File: src/rtl/sync_fifo_buf_pkg.sv
// Shared constants and types for the readout-stage word FIFO (sync_fifo_buf).
// Holds the default geometry and the error codes reported by the FIFO.
package sync_fifo_buf_pkg;

  localparam int DEF_DATA_WIDTH   = 36;
  localparam int DEF_ADDR_WIDTH   = 3;
  localparam int DEF_AFULL_THRESH = 6;

  typedef enum logic [1:0] {
    ERR_NONE      = 2'd0,
    ERR_OVERFLOW  = 2'd1,
    ERR_UNDERFLOW = 2'd2
  } fifo_err_e;

  // Code reported upstream when a write hits a full buffer.
  localparam fifo_err_e OVERFLOW_ERR_CODE = ERR_OVERFLOW;

  typedef struct packed {
    logic wfull;
    logic rempty;
    logic almost_full;
  } fifo_flags_t;

endpackage : sync_fifo_buf_pkg

File: src/rtl/sync_fifo_mem.sv
// Register-file storage for sync_fifo_buf: synchronous write, asynchronous read.
module sync_fifo_mem #(
  parameter int DATA_WIDTH = 36,
  parameter int ADDR_WIDTH = 3
) (
  input  logic                  wclk,
  input  logic                  wen,
  input  logic [ADDR_WIDTH-1:0] waddr,
  input  logic [DATA_WIDTH-1:0] wdata,
  input  logic [ADDR_WIDTH-1:0] raddr,
  output logic [DATA_WIDTH-1:0] rdata
);

  localparam int DEPTH = 2 ** ADDR_WIDTH;

  logic [DATA_WIDTH-1:0] mem [DEPTH];

  // NOTE: the array has no reset; stale words are never visible because the
  // pointers/flags gate every read, and a resettable array costs a mux per bit.
  always_ff @(posedge wclk) begin
    if (wen) begin
      mem[waddr] <= wdata;
    end
  end

  assign rdata = mem[raddr];

endmodule : sync_fifo_mem

File: src/rtl/sync_fifo_buf.sv
// Single-clock hit/trailer word FIFO with flush, almost-full and sticky error flags.
// Define SYNC_FIFO_FWFT_EN for first-word fall-through; default is registered-read mode.
import sync_fifo_buf_pkg::*;

module sync_fifo_buf #(
  parameter int DATA_WIDTH   = DEF_DATA_WIDTH,
  parameter int ADDR_WIDTH   = DEF_ADDR_WIDTH,
  parameter int AFULL_THRESH = DEF_AFULL_THRESH
) (
  input  logic                  wclk,
  input  logic                  wrst_n,
  input  logic                  flush,
  input  logic                  winc,
  input  logic [DATA_WIDTH-1:0] wdata,
  input  logic                  rinc,
  output logic [DATA_WIDTH-1:0] rdata,
  output logic                  rvalid,
  output logic                  wfull,
  output logic                  rempty,
  output logic                  almost_full,
  output logic [ADDR_WIDTH:0]   word_cnt,
  output logic                  overflow,
  output logic                  underflow,
  input  logic                  clr_err
);

  localparam logic [ADDR_WIDTH:0] AFULL_CNT = (ADDR_WIDTH + 1)'(AFULL_THRESH);

  logic [ADDR_WIDTH:0]   wptr, rptr;
  logic [ADDR_WIDTH:0]   wptr_nxt, rptr_nxt, cnt_nxt;
  fifo_flags_t           flags_nxt;
  logic                  wr_acc, rd_acc;
  logic                  mem_wen;
  logic [DATA_WIDTH-1:0] mem_rdata;

  // Acceptance looks only at the registered flags, so a simultaneous read
  // never frees room for a write on a full FIFO (and vice versa when empty).
  assign wr_acc  = winc & ~wfull  & ~flush;
  assign rd_acc  = rinc & ~rempty & ~flush;
  assign mem_wen = wr_acc & wrst_n;

  sync_fifo_mem #(
    .DATA_WIDTH (DATA_WIDTH),
    .ADDR_WIDTH (ADDR_WIDTH)
  ) u_mem (
    .wclk  (wclk),
    .wen   (mem_wen),
    .waddr (wptr[ADDR_WIDTH-1:0]),
    .wdata (wdata),
    .raddr (rptr[ADDR_WIDTH-1:0]),
    .rdata (mem_rdata)
  );

  // NOTE: every variable gets a default at the top of always_comb so no path
  // leaves one unassigned and a latch is inferred.
  always_comb begin
    wptr_nxt = wptr + {{ADDR_WIDTH{1'b0}}, wr_acc};
    rptr_nxt = rptr + {{ADDR_WIDTH{1'b0}}, rd_acc};
    if (flush) begin
      wptr_nxt = '0;
      rptr_nxt = '0;
    end
    cnt_nxt               = wptr_nxt - rptr_nxt;
    flags_nxt.rempty      = (wptr_nxt == rptr_nxt);
    flags_nxt.wfull       = (wptr_nxt[ADDR_WIDTH] != rptr_nxt[ADDR_WIDTH]) &&
                            (wptr_nxt[ADDR_WIDTH-1:0] == rptr_nxt[ADDR_WIDTH-1:0]);
    flags_nxt.almost_full = (cnt_nxt >= AFULL_CNT);
  end

  // NOTE: sequential state uses non-blocking assignments so every register
  // samples the pre-edge values regardless of statement order.
  always_ff @(posedge wclk or negedge wrst_n) begin
    if (!wrst_n) begin
      wptr        <= '0;
      rptr        <= '0;
      word_cnt    <= '0;
      wfull       <= 1'b0;
      rempty      <= 1'b1;
      almost_full <= 1'b0;
    end else begin
      wptr        <= wptr_nxt;
      rptr        <= rptr_nxt;
      word_cnt    <= cnt_nxt;
      wfull       <= flags_nxt.wfull;
      rempty      <= flags_nxt.rempty;
      almost_full <= flags_nxt.almost_full;
    end
  end

  // Sticky errors: a new error wins over clr_err; flush drops the request silently.
  always_ff @(posedge wclk or negedge wrst_n) begin
    if (!wrst_n) begin
      overflow  <= 1'b0;
      underflow <= 1'b0;
    end else begin
      if (winc && wfull && !flush) begin
        overflow <= 1'b1;
      end else if (clr_err) begin
        overflow <= 1'b0;
      end
      if (rinc && rempty && !flush) begin
        underflow <= 1'b1;
      end else if (clr_err) begin
        underflow <= 1'b0;
      end
    end
  end

`ifdef SYNC_FIFO_FWFT_EN
  assign rdata  = mem_rdata;
  assign rvalid = ~rempty;
`else
  logic [DATA_WIDTH-1:0] rdata_q;
  logic                  rvalid_q;

  always_ff @(posedge wclk or negedge wrst_n) begin
    if (!wrst_n) begin
      rdata_q  <= '0;
      rvalid_q <= 1'b0;
    end else begin
      rvalid_q <= rd_acc;
      if (rd_acc) begin
        rdata_q <= mem_rdata;
      end
    end
  end

  assign rdata  = rdata_q;
  assign rvalid = rvalid_q;
`endif

endmodule : sync_fifo_buf

File: config.mk
export PLATFORM = sky130hd
export DESIGN_NAME = sync_fifo_buf
export DESIGN_NICKNAME = d
export VERILOG_FILES = /design/src/rtl/sync_fifo_buf_pkg.sv /design/src/rtl/sync_fifo_mem.sv /design/src/rtl/sync_fifo_buf.sv
export SDC_FILE = /design/constraint.sdc
export NUM_CORES = 1
export LEC_CHECK = 0
export CORE_UTILIZATION = 50
export DETAILED_ROUTE_END_ITERATION = 6
export PLACE_DENSITY = 0.7
export RECOVER_POWER = 50
export SLEW_MARGIN = 25
export SYNTH_ARGS = -nofsm -noshare
export SYNTH_HDL_FRONTEND = slang
export SYNTH_SLANG_ARGS = --single-unit
export TNS_END_PERCENT = 10
File: constraint.sdc
create_clock -name wclk -period 10.3 [get_ports wclk]
set_clock_uncertainty 0.1 [all_clocks]
set_input_delay 2.06 -clock wclk [delete_from_list [all_inputs] [get_ports wclk]]
set_output_delay 2.06 -clock wclk [all_outputs]
set_load 0.005 [all_outputs]
==> run_results.csv <==
group,metric,value,unit
timing,timing.setup.tns,0,ns
die,die_h,163.8,um
cts,cts_sinks,342,
cts,clk_latency,0.51,ns
synthesis,syn_nets,748,
synthesis,yosys.area.top_type,"edfxtp_1",
synthesis,ys_seq_area_share,76.40,%
placed_design,gp_congestion,0.7473,
synthesis,syn_inst,698,
finish,drive_gt1_share,23.34,%
setup_path,rr_worst_depth,11,
drt,via_count,6557,
global_routing,grt_start_max_net_pins,77,
run_status,status,"complete, but fails checks",
placed_design,dp_hpwl,14010,um
timing,slew_violations,56,
die,ios,88,
min_path,hold_path_end,"rdata[23]",
cts,path_clk_slew,0.06,ns
placed_design,place_area,14330,sq um
synthesis,ys_types,36,
cts,htreeDepth,2,
cts,post-cts-setup-buffers,0,
finish,syn_to_final_growth,18.60,%
power_and_ir_drop,p_seq_share,50.7,%
min_path,hold_class,"register to register",
global_routing,grt-ovfl-total,0,
power_and_ir_drop,peakVddDrop,0.1617,mV
run_status,violations,"capacitance limit, slew limit",
drt,first_iter_violations,465,
power_and_ir_drop,power_leakage,5.253,nW
synthesis,syn_avg_cell_area,18.75,sq um
cts,ctsHoldBuffers,0,
die,fp-row-count,58,
timing,fmax,163.3,MHz
setup_path,cp_max_fo,55,
cts,tritoncts,"yes",
timing,worst_slew_pin_slew,3.342,ns
power_and_ir_drop,p_int,0.002540,W
global_routing,antenna_found_initial,2,
synthesis,synth_area_leaders,"edfxtp_1 66%, dfrtp_1 10%, mux2_2 6.3%",
global_routing,grt_pass1_vias,7023,
synthesis,synth_top_area_share,66.07,%
die,coreArea,25400,sq um
timing,hold_viol,0,
power_and_ir_drop,power_density,206.6,nW/um^2
timing,fin_crit,6.125,ns
drt,viasPerCell,5.662,
power_and_ir_drop,power.switching,0.0006670,W
finish,fin_area,15520,sq um
synthesis,synth_warnings,0,
cts,cts-buffers-inserted,35,
setup_path,start_kind,"input pin",
synthesis,synth_area,13090,sq um
die,die_area,26830,sq um
timing,hold_slack,0.3727,ns
die,die_w,163.8,um
timing,min_period_over_period,59.47,%
die,start_util,51.54,%
drt,drt_wl_total,25670,um
timing,setup_viol,0,
setup_path,r2r_slack,6.65,ns
synthesis,ys_ff_latch,342,
setup_path,critPathRequiredTime,10.38,ns
cts,cts-root-buf,"clkbuf_16",
cts,clock_path_buffers,3,
setup_path,rr_startpoint,"rempty",
min_path,min-delay-start,"rdata[23]",
cts,cts_resized,0,
finish,regArea,10010,sq um
timing,max-slew-margin-rel,-122.8,%
setup_path,worstSetupPathType,"input pin to register",
timing,rsz0062_at_grt,"false",
drt,drc,0,
finish,fin_nets,851,
power_and_ir_drop,pwr-share-clk,40.6,%
power_and_ir_drop,power,0.003207,W
min_path,hold-path-cell-count,2,
drt,drtAntennaViolNets,0,
setup_path,crit_arrival,6.20,ns
setup_path,endpoint_kind,"register",
setup_path,r2r_end,"almost_full",
finish,fillers,1792,
global_routing,grt_pass1_wl,39850,um
global_routing,grt_usage,20.03,%
drt,drtPass1Iterations,5,
power_and_ir_drop,switching_share,20.80,%
placed_design,io_buffers,87,
drt,drt-wirelength-per-cell,22.17,um
flow_run,drv_cap,1,
power_and_ir_drop,p_comb_share,8.8,%
finish,multi_input_area,2894,sq um
==> kinds of logic (layout without fill, tap and decap cells) <==
kind of cell	after synthesis	count (layout)	share of synthesized area [%]
multiplexers	111	111	12.70
flip-flops	342	342	76.40
buffers and inverters	45	174	1.950
AO/OA/AOI/OAI	76	76	3.976
other	0	1	0
XOR/XNOR	5	5	0.4780
adder cells (fa/ha/maj)	8	8	0.8220
AND/OR/NAND/NOR	111	111	3.670
==> Yosys cell counts <==
library cell,count
dfstp_2,1
dfrtp_1,53
buf_1,2
mux4_2,36
a22o_1,1
ha_1,7
o21ai_1,29
and2_1,1
o21ai_0,9
nor3_1,2
nand3b_1,1
nand3_2,1
fa_1,1
edfxtp_1,288
mux2_4,2
nor2b_1,4
nand2b_1,7
buf_4,5
nand2_1,42
clkbuf_1,8
clkinv_4,1
nand3_1,3
xnor2_4,1
xnor2_1,2
buf_6,6
nor3b_1,1
inv_1,9
nor2_1,46
xor2_1,2
and4_1,1
mux2_2,73
or3b_1,1
buf_2,14
o22ai_1,1
o221ai_1,36
or2b_1,1
==> critical path, stage by stage <==
cell      delay [ns]
buf_2           0.08
clkbuf_1        2.34
and2_1          0.38
nand2b_1        0.23
nor2_4          0.63
buf_4           0.44
==> power groups by stage <==
stage / Clock (W) / Sequential, W / Combinational [W]
after floorplan: 0 / 0.00164 / 0.000110
after global placement: 0 / 0.00165 / 0.000287
after detailed placement: 0 / 0.00165 / 0.000296
after CTS: 0.00132 / 0.00163 / 0.000298
after global routing: 0.00137 / 0.00163 / 0.000311
final: 0.00130 / 0.00163 / 0.000281
==> per-layer routing <==
layer	part of all wire (%)	global-route usage, %	vias to the layer above
met1	43	26.62	3399
li1	-	-	2955
met3	4.6	3.409	43
met2	51	34.09	158
met5	0.055	0	-
met4	2.0	5.850	2
==> stage by stage <==
| step | instances | setup WS (ns) | util (%) |
|---|---|---|---|
| after floorplan | 698 | 4.572 | - |
| after global placement | 1094 | 4.394 | 56.41 |
| after detailed placement | 1094 | 4.315 | 56.42 |
| after CTS | 1157 | 4.831 | 61.13 |
| after global routing | 1157 | 3.518 | 61.11 |
| final | 1158 | 4.175 | 61.12 |
==> placed cells by master, fill, tap and decap left out, types with 12 or more instances in the layout <==
cell	instances
mux4_2	36
clkdlybuf4s50_1	29
clkbuf_1	13
o221ai_1	36
dfrtp_1	50
nand2_1	41
buf_4	12
dlygate4sd3_1	57
nor2_1	40
edfxtp_1	288
clkbuf_16	37
mux2_2	73
o21ai_1	29
==> sequential cells by signal (all words and copies together) (netlist names) <==
signal       count
wfull            1
rptr             4
rvalid           1
rempty           1
u_mem.mem      288
overflow         1
rdata           36
word_cnt         4
almost_full      1
wptr             4
underflow        1
==> final cells by class <==
cell class | count | share of cell area (%)
Clock inverter | 8 | 0.9107
Antenna cell | 1 | 0.01612
Multi-Input combinational cell | 311 | 18.64
Timing Repair Buffer | 101 | 6.254
Sequential cell | 342 | 64.46
Tap cell | 330 | 2.660
Clock buffer | 55 | 6.786
Inverter | 10 | 0.2740
==> how the worst max path moves through the flow <==
stage                     startpoint                to  slack, ns  depth (start not counted)
final                         wrst_n  u_mem.mem[2][16]       4.18                          6
after global routing          wrst_n  u_mem.mem[2][13]       3.52                          6
after CTS                      flush       almost_full       4.83                         12
after detailed placement       flush       almost_full       4.32                         12
after global placement         flush       almost_full       4.39                         12
after floorplan                flush   u_mem.mem[0][0]       4.57                          5
Power figures use the tool's default switching activity.
